===== src/rtl/mem_arbiter_if.sv =====
// Bus bundle for mem_arbiter: the fetch (F) and data (D) requester ports,
// the shared 16-bit memory port and the busy indication.
interface mem_arbiter_if;
  logic        f_req;
  logic [15:0] f_addr;
  logic        f_ack;
  logic [15:0] f_rdata;
  logic        f_err;

  logic        d_req;
  logic        d_we;
  logic [15:0] d_addr;
  logic [15:0] d_wdata;
  logic        d_ack;
  logic [15:0] d_rdata;
  logic        d_err;

  logic        mem_en;
  logic        mem_we;
  logic [15:0] mem_addr;
  logic [15:0] mem_wdata;
  logic [15:0] mem_rdata;
  logic        mem_ready;

  logic        busy;

  // Arbiter side.
  modport slave (
    input  f_req, f_addr, d_req, d_we, d_addr, d_wdata, mem_rdata, mem_ready,
    output f_ack, f_rdata, f_err, d_ack, d_rdata, d_err,
           mem_en, mem_we, mem_addr, mem_wdata, busy
  );

  // Requester / memory side.
  modport master (
    output f_req, f_addr, d_req, d_we, d_addr, d_wdata, mem_rdata, mem_ready,
    input  f_ack, f_rdata, f_err, d_ack, d_rdata, d_err,
           mem_en, mem_we, mem_addr, mem_wdata, busy
  );
endinterface


===== src/rtl/mem_arbiter.sv =====
// mem_arbiter: shares one 16-bit memory port between the fetch (F) and
// data (D) requesters. Ties are broken round-robin, the memory request is
// held until mem_ready, and a watchdog aborts accesses that never complete.
//
// state | meaning
// IDLE  | no access; grant on any request
// BUSY  | access on the memory port, waiting for mem_ready or the watchdog
// ACK   | one-cycle ack/err pulse to the owner, no grant
module mem_arbiter #(
  parameter int unsigned TIMEOUT = 16
) (
  input  logic          clk,
  input  logic          reset,
  mem_arbiter_if.slave  bus
);

  typedef enum logic [1:0] {
    IDLE = 2'd0,
    BUSY = 2'd1,
    ACK  = 2'd2
  } state_t;

  localparam logic       PORT_F   = 1'b0;
  localparam logic       PORT_D   = 1'b1;
  // Counter value on the last BUSY cycle the watchdog allows.
  localparam logic [7:0] CNT_LAST = 8'(TIMEOUT - 1);

  state_t      state_q;
  logic        owner_q;
  logic        last_q;
  logic [7:0]  cnt_q;
  logic        mem_en_q;
  logic        mem_we_q;
  logic [15:0] mem_addr_q;
  logic [15:0] mem_wdata_q;
  logic        f_ack_q;
  logic        f_err_q;
  logic [15:0] f_rdata_q;
  logic        d_ack_q;
  logic        d_err_q;
  logic [15:0] d_rdata_q;
  logic        busy_q;

  logic        req_any;
  logic        grant_d;

  // Choose the port a grant in IDLE would go to: the lone requester, or on a tie the one not served last.
  always_comb begin
    req_any = bus.f_req | bus.d_req;
    grant_d = PORT_F;
    if (bus.f_req && bus.d_req) begin
      grant_d = ~last_q;
    end else if (bus.d_req) begin
      grant_d = PORT_D;
    end
  end

  // Arbiter FSM with all outputs registered.
  always_ff @(posedge clk or posedge reset) begin
    if (reset) begin
      state_q     <= IDLE;
      owner_q     <= PORT_F;
      last_q      <= PORT_D;
      cnt_q       <= '0;
      mem_en_q    <= 1'b0;
      mem_we_q    <= 1'b0;
      mem_addr_q  <= '0;
      mem_wdata_q <= '0;
      f_ack_q     <= 1'b0;
      f_err_q     <= 1'b0;
      f_rdata_q   <= '0;
      d_ack_q     <= 1'b0;
      d_err_q     <= 1'b0;
      d_rdata_q   <= '0;
      busy_q      <= 1'b0;
    end else begin
      case (state_q)
        IDLE: begin
          if (req_any) begin
            state_q  <= BUSY;
            busy_q   <= 1'b1;
            owner_q  <= grant_d;
            last_q   <= grant_d;
            cnt_q    <= '0;
            mem_en_q <= 1'b1;
            if (grant_d == PORT_D) begin
              mem_addr_q  <= bus.d_addr;
              mem_we_q    <= bus.d_we;
              mem_wdata_q <= bus.d_wdata;
            end else begin
              // Fetches are always reads; mem_wdata is don't-care and left alone.
              mem_addr_q <= bus.f_addr;
              mem_we_q   <= 1'b0;
            end
          end
        end
        BUSY: begin
          // mem_ready takes priority over the watchdog on the same cycle.
          if (bus.mem_ready || (cnt_q == CNT_LAST)) begin
            state_q  <= ACK;
            mem_en_q <= 1'b0;
            mem_we_q <= 1'b0;
            if (owner_q == PORT_D) begin
              d_ack_q <= 1'b1;
              d_err_q <= ~bus.mem_ready;
              if (!bus.mem_ready) begin
                d_rdata_q <= '0;
              end else if (!mem_we_q) begin
                d_rdata_q <= bus.mem_rdata;
              end
            end else begin
              f_ack_q   <= 1'b1;
              f_err_q   <= ~bus.mem_ready;
              f_rdata_q <= bus.mem_ready ? bus.mem_rdata : 16'h0000;
            end
          end else begin
            cnt_q <= cnt_q + 8'd1;
          end
        end
        ACK: begin
          state_q <= IDLE;
          busy_q  <= 1'b0;
          f_ack_q <= 1'b0;
          f_err_q <= 1'b0;
          d_ack_q <= 1'b0;
          d_err_q <= 1'b0;
        end
        default: begin
          state_q <= IDLE;
          busy_q  <= 1'b0;
        end
      endcase
    end
  end

  assign bus.mem_en    = mem_en_q;
  assign bus.mem_we    = mem_we_q;
  assign bus.mem_addr  = mem_addr_q;
  assign bus.mem_wdata = mem_wdata_q;
  assign bus.f_ack     = f_ack_q;
  assign bus.f_err     = f_err_q;
  assign bus.f_rdata   = f_rdata_q;
  assign bus.d_ack     = d_ack_q;
  assign bus.d_err     = d_err_q;
  assign bus.d_rdata   = d_rdata_q;
  assign bus.busy      = busy_q;

endmodule


===== src/flat_wrapper.sv =====
// flat-port wrapper written by rule: the top's interface ports become plain ports
module mem_arbiter_flat 
#(
  parameter int unsigned TIMEOUT = 16
)
  (clk, reset, bus_f_req, bus_f_addr, bus_d_req, bus_d_we, bus_d_addr, bus_d_wdata, bus_mem_rdata, bus_mem_ready, bus_f_ack, bus_f_rdata, bus_f_err, bus_d_ack, bus_d_rdata, bus_d_err, bus_mem_en, bus_mem_we, bus_mem_addr, bus_mem_wdata, bus_busy);
  mem_arbiter_if bus_i ();
  input  logic clk;
  input  logic reset;
  input wire logic [$bits(bus_i.f_req)-1:0] bus_f_req;
  input wire logic [$bits(bus_i.f_addr)-1:0] bus_f_addr;
  input wire logic [$bits(bus_i.d_req)-1:0] bus_d_req;
  input wire logic [$bits(bus_i.d_we)-1:0] bus_d_we;
  input wire logic [$bits(bus_i.d_addr)-1:0] bus_d_addr;
  input wire logic [$bits(bus_i.d_wdata)-1:0] bus_d_wdata;
  input wire logic [$bits(bus_i.mem_rdata)-1:0] bus_mem_rdata;
  input wire logic [$bits(bus_i.mem_ready)-1:0] bus_mem_ready;
  output wire logic [$bits(bus_i.f_ack)-1:0] bus_f_ack;
  output wire logic [$bits(bus_i.f_rdata)-1:0] bus_f_rdata;
  output wire logic [$bits(bus_i.f_err)-1:0] bus_f_err;
  output wire logic [$bits(bus_i.d_ack)-1:0] bus_d_ack;
  output wire logic [$bits(bus_i.d_rdata)-1:0] bus_d_rdata;
  output wire logic [$bits(bus_i.d_err)-1:0] bus_d_err;
  output wire logic [$bits(bus_i.mem_en)-1:0] bus_mem_en;
  output wire logic [$bits(bus_i.mem_we)-1:0] bus_mem_we;
  output wire logic [$bits(bus_i.mem_addr)-1:0] bus_mem_addr;
  output wire logic [$bits(bus_i.mem_wdata)-1:0] bus_mem_wdata;
  output wire logic [$bits(bus_i.busy)-1:0] bus_busy;
  assign bus_i.f_req = bus_f_req;
  assign bus_i.f_addr = bus_f_addr;
  assign bus_i.d_req = bus_d_req;
  assign bus_i.d_we = bus_d_we;
  assign bus_i.d_addr = bus_d_addr;
  assign bus_i.d_wdata = bus_d_wdata;
  assign bus_i.mem_rdata = bus_mem_rdata;
  assign bus_i.mem_ready = bus_mem_ready;
  assign bus_f_ack = bus_i.f_ack;
  assign bus_f_rdata = bus_i.f_rdata;
  assign bus_f_err = bus_i.f_err;
  assign bus_d_ack = bus_i.d_ack;
  assign bus_d_rdata = bus_i.d_rdata;
  assign bus_d_err = bus_i.d_err;
  assign bus_mem_en = bus_i.mem_en;
  assign bus_mem_we = bus_i.mem_we;
  assign bus_mem_addr = bus_i.mem_addr;
  assign bus_mem_wdata = bus_i.mem_wdata;
  assign bus_busy = bus_i.busy;
  mem_arbiter #(.TIMEOUT(TIMEOUT)) u_core (.clk(clk), .reset(reset), .bus(bus_i));
endmodule

===== config.mk =====
export PLATFORM = sky130hd
export DESIGN_NAME = mem_arbiter_flat
export DESIGN_NICKNAME = d
export VERILOG_FILES = /design/src/rtl/mem_arbiter_if.sv /design/src/rtl/mem_arbiter.sv /design/src/flat_wrapper.sv
export SDC_FILE = /design/constraint.sdc
export NUM_CORES = 1
export LEC_CHECK = 0
export CORE_ASPECT_RATIO = 2
export CORE_MARGIN = 2
export CORE_UTILIZATION = 39
export CTS_CLUSTER_DIAMETER = 200
export CTS_CLUSTER_SIZE = 24
export DETAILED_ROUTE_END_ITERATION = 12
export PLACE_DENSITY = 0.8
export SYNTH_ARGS = -nofsm -noshare
export SYNTH_HDL_FRONTEND = slang
export SYNTH_SLANG_ARGS = --single-unit
export TNS_END_PERCENT = 30

===== constraint.sdc =====
create_clock -name clk -period 2.8 [get_ports clk]
set_input_delay 0.56 -clock clk [delete_from_list [all_inputs] [get_ports clk]]
set_output_delay 0.56 -clock clk [all_outputs]
set_load 0.1 [all_outputs]

==> impl_metrics.prom <==
# TYPE chip_impl_metric gauge
chip_impl_metric{name="grt_remaining_overflow",unit=""} 0
chip_impl_metric{name="grt_start_max_net_pins",unit=""} 47
chip_impl_metric{name="dpl.cell_count",unit=""} 507
chip_impl_info{name="clock_tree_from_tritoncts",value="built"} 1
chip_impl_metric{name="fillerInstances",unit=""} 721
chip_impl_metric{name="cts-htree-levels",unit=""} 3
chip_impl_metric{name="antenna_left",unit=""} 0
chip_impl_metric{name="critical_path.max_fanout",unit=""} 6
chip_impl_metric{name="postCtsSetupBuffers",unit=""} 0
chip_impl_metric{name="synth-compound-area-share",unit="%"} 17.4
chip_impl_info{name="timing_endpoint_of_the_critical_path",value="u_core.cnt_q[5]$_DFFE_PP0P_"} 1
chip_impl_metric{name="rr_worst_depth",unit=""} 5
chip_impl_metric{name="finalSetupViolations",unit=""} 0
chip_impl_metric{name="drt-initial-drc-count",unit=""} 159
chip_impl_info{name="cts-root-buf",value="sky130_fd_sc_hd__clkbuf_16"} 1
chip_impl_metric{name="die_height",unit="µm"} 136
chip_impl_metric{name="path_clk_slew",unit="ns"} 0.07
chip_impl_info{name="setup.worst_path.start",value="bus_mem_ready"} 1
chip_impl_metric{name="timing_hold_violations_final",unit=""} 0
chip_impl_metric{name="postCtsHoldBufs",unit=""} 0
chip_impl_info{name="mostFrequentLayoutCell",value="sky130_fd_sc_hd__dfrtp_1"} 1
chip_impl_metric{name="antenna_cells",unit=""} 0
chip_impl_info{name="startpoint_type",value="input port"} 1
chip_impl_metric{name="post_synthesis_mux_area_share",unit="%"} 9.95
chip_impl_info{name="r2r_start",value="u_core.cnt_q[4]$_DFFE_PP0P_"} 1
chip_impl_metric{name="finalCriticalPeriod",unit="ns"} 1.92
chip_impl_metric{name="whs",unit="ns"} 0.452
chip_impl_metric{name="async_reset_ff_share",unit="%"} 100
chip_impl_metric{name="slew_violations",unit=""} 0
chip_impl_metric{name="synth-seq-cells",unit=""} 83
chip_impl_metric{name="vias",unit=""} 2779
chip_impl_metric{name="timing_limited_maximum_frequency",unit="MHz"} 520
chip_impl_info{name="synthTopCellsByArea",value="sky130_fd_sc_hd__dfrtp_1, sky130_fd_sc_hd__a22o_1, sky130_fd_sc_hd__mux2i_1"} 1
chip_impl_metric{name="totalWireLength",unit="µm"} 8660
chip_impl_info{name="criticalPathCategory",value="input port to flip-flop"} 1
chip_impl_metric{name="adder_cell_fraction_of_synth_area",unit="%"} 0.366
chip_impl_metric{name="postSynthCellCount",unit=""} 275
chip_impl_metric{name="num_rows",unit=""} 48
chip_impl_metric{name="synth_edf_count",unit=""} 0
chip_impl_metric{name="cts_inserted_buffers",unit=""} 9
chip_impl_metric{name="cts_repair_resize_count",unit=""} 0
chip_impl_metric{name="ctsLongestPathBuffers",unit=""} 2
chip_impl_info{name="synth_ff_type",value="sky130_fd_sc_hd__dfrtp_1"} 1
chip_impl_metric{name="layout-area-overhead-vs-synth",unit="%"} 48.0
chip_impl_info{name="synth.largest_area_cell",value="sky130_fd_sc_hd__dfrtp_1"} 1
chip_impl_metric{name="synth-xor-area-share",unit="%"} 0
chip_impl_metric{name="synth_sequential_area_ratio",unit="%"} 60.7
chip_impl_metric{name="gp_congestion",unit=""} 0.882
chip_impl_metric{name="cts.sink_count",unit=""} 83
chip_impl_metric{name="pre_cts_slack",unit="ns"} 0.549
chip_impl_metric{name="reg2reg_setup_slack",unit="ns"} 0.89
chip_impl_info{name="min-delay-path-class",value="input port to asynchronous set/reset pin"} 1
chip_impl_metric{name="min_period_over_period",unit="%"} 68.7
chip_impl_metric{name="drt_first_pass_iters",unit=""} 4
chip_impl_metric{name="synth-warning-count",unit=""} 0
chip_impl_metric{name="die-area",unit="µm²"} 9580
chip_impl_metric{name="synthesis.area",unit="µm²"} 3420
chip_impl_metric{name="mappedNetlistNets",unit=""} 346
chip_impl_metric{name="relSlewSlack",unit="%"} 56.0
chip_impl_metric{name="setup_tns_final",unit="ns"} 0
chip_impl_metric{name="yosys.area.top_type_share",unit="%"} 60.0
chip_impl_metric{name="chipWidth",unit="µm"} 70.2
chip_impl_metric{name="yosys.area_share.simple",unit="%"} 8.85
chip_impl_metric{name="maxCapViolCount",unit=""} 0
chip_impl_metric{name="synth_cell_type_count",unit=""} 46
chip_impl_info{name="synth_top_family_by_area",value="compound AO/OA/AOI/OAI gates"} 1
chip_impl_metric{name="final_routed_drc_violation_total",unit=""} 0
chip_impl_metric{name="standard_cell_core_area",unit="µm²"} 8590
chip_impl_info{name="critPathCaptureType",value="flip-flop"} 1
chip_impl_metric{name="final.setup.worst_slack",unit="ns"} 0.876
chip_impl_metric{name="num-nets-final",unit=""} 489
chip_impl_info{name="rsz0062_at_grt",value="false"} 1
chip_impl_info{name="run_status",value="finished, final reports clean"} 1
chip_impl_metric{name="antenna_found_initial",unit=""} 0
chip_impl_info{name="final_cell_mix",value="sky130_fd_sc_hd__dfrtp_1, sky130_fd_sc_hd__buf_4, sky130_fd_sc_hd__clkdlybuf4s50_1, sky130_fd_sc_hd__a22o_1, sky130_fd_sc_hd__nand2_1"} 1
chip_impl_metric{name="initial_core_util",unit="%"} 39.8
chip_impl_metric{name="boundaryPins",unit=""} 141
chip_impl_metric{name="buffer_ports.inserted",unit=""} 140
chip_impl_metric{name="finalNonFillerCells",unit=""} 523
chip_impl_metric{name="tightestPinTransition",unit="ns"} 0.659
chip_impl_info{name="reg2reg_to",value="u_core.bus.f_rdata[3]$_DFFE_PP0P_"} 1
chip_impl_metric{name="vias_per_cell",unit=""} 5.31
chip_impl_metric{name="grt_pass1_vias",unit=""} 2878
chip_impl_metric{name="worst-endpoint-required",unit="ns"} 3.01
chip_impl_metric{name="skew",unit="ns"} 0.00920
chip_impl_metric{name="syn_avg_cell_area",unit="µm²"} 12.4
chip_impl_metric{name="cp.arrival",unit="ns"} 2.14
chip_impl_metric{name="layout-drive-gt1-share",unit="%"} 27.4
chip_impl_metric{name="grt_use_total",unit="%"} 18.9
chip_impl_metric{name="dp_hpwl",unit="µm"} 6570
chip_impl_metric{name="grt_pass1_wl",unit="µm"} 14200
chip_impl_metric{name="clkLatencyLatePin",unit="ns"} 0.34
chip_impl_metric{name="wl_per_cell",unit="µm"} 16.6
[synthesized netlist by cell type, types with 2 or more instances]
| cell type | count |
|---|---|
| sky130_fd_sc_hd__o21ai_0 | 5 |
| sky130_fd_sc_hd__clkbuf_1 | 6 |
| sky130_fd_sc_hd__inv_1 | 4 |
| sky130_fd_sc_hd__buf_2 | 6 |
| sky130_fd_sc_hd__nor2_1 | 8 |
| sky130_fd_sc_hd__a32o_1 | 2 |
| sky130_fd_sc_hd__nand2_1 | 25 |
| sky130_fd_sc_hd__nor2b_1 | 2 |
| sky130_fd_sc_hd__mux2i_1 | 16 |
| sky130_fd_sc_hd__mux2_1 | 6 |
| sky130_fd_sc_hd__a21oi_1 | 4 |
| sky130_fd_sc_hd__mux2_2 | 10 |
| sky130_fd_sc_hd__nand3_1 | 4 |
| sky130_fd_sc_hd__and3_1 | 4 |
| sky130_fd_sc_hd__buf_6 | 2 |
| sky130_fd_sc_hd__a31oi_1 | 4 |
| sky130_fd_sc_hd__nand2b_1 | 2 |
| sky130_fd_sc_hd__a22o_1 | 33 |
| sky130_fd_sc_hd__dfrtp_1 | 82 |
| sky130_fd_sc_hd__o21a_1 | 2 |
| sky130_fd_sc_hd__a21o_1 | 2 |
| sky130_fd_sc_hd__o21ai_1 | 22 |
[layer usage]
| metal | vias up | GRT usage [%] | routed length, µm |
|---|---|---|---|
| li1 | 1288 | - | - |
| met1 | 1365 | 20.0 | 3110 |
| met2 | 107 | 34.2 | 4840 |
| met3 | 19 | 4.60 | 458 |
| met4 | 0 | 9.51 | 259 |
| met5 | - | 0 | 0 |
[kinds of logic (layout without fill, tap and decap cells)]
family / Yosys count / count (layout)
AOI/OAI and AO/OA: 83 / 83
buffers and inverters: 19 / 167
adders and majority gates: 1 / 1
and+or+nand+nor: 57 / 57
muxes: 32 / 32
DFF: 83 / 83
[stage by stage]
stage	utilization, %	instance area, µm²
5_1_grt	59.0	5060
2_1_floorplan	-	3420
4_1_cts	59.0	5060
3_5_place_dp	55.4	4760
6_report	59.0	5060
3_3_place_gp	55.4	4760
[layout make-up]
type | instances | area (µm²) | area share [%]
repair buffers | 146 | 1280 | 25.3
clock inverters | 6 | 72.6 | 1.43
multi-input cells | 173 | 1260 | 24.8
flip-flops and latches | 83 | 2080 | 41.0
well taps | 100 | 125 | 2.47
clock buffers | 10 | 229 | 4.52
inverters | 5 | 20.0 | 0.395
[worst min-delay path by stage]
stage | startpoint | endpoint | slack [ns] | cells after the start
final | reset | u_core.bus.d_rdata[11]$_DFFE_PP0P_ | 0.45 | 2
after global routing | reset | u_core.bus.mem_wdata[5]$_DFFE_PP0P_ | 0.47 | 2
after CTS | reset | u_core.bus.mem_wdata[5]$_DFFE_PP0P_ | 0.44 | 2
after detailed placement | u_core.last_q$_DFFE_PP1P_ | u_core.last_q$_DFFE_PP1P_ | 0.47 | 2
after global placement | u_core.last_q$_DFFE_PP1P_ | u_core.last_q$_DFFE_PP1P_ | 0.46 | 2
after floorplan | u_core.last_q$_DFFE_PP1P_ | u_core.last_q$_DFFE_PP1P_ | 0.44 | 2
[state kept, by name (all words and copies together) (netlist names)]
register	flops
u_core.bus.f_ack	1
u_core.last_q	1
u_core.bus.f_rdata	16
u_core.bus.mem_we	1
u_core.bus.d_rdata	16
u_core.bus.d_err	1
u_core.bus.d_ack	1
u_core.bus.f_err	1
u_core.bus.busy	1
u_core.state_q	2
u_core.cnt_q	8
u_core.bus.mem_wdata	16
u_core.bus.mem_en	1
u_core.bus.mem_addr	16
u_core.owner_q	1
[worst max-delay path: stages]
cell and delay [ns]:
sky130_fd_sc_hd__clkdlybuf4s50_1 0.44, sky130_fd_sc_hd__or3b_1 0.45, sky130_fd_sc_hd__a21oi_2 0.25, sky130_fd_sc_hd__nor2_1 0.13, sky130_fd_sc_hd__a211o_1 0.31
Power is not shown: default switching activity piles up to over one toggle a cycle in this logic, so the estimate is an artifact.
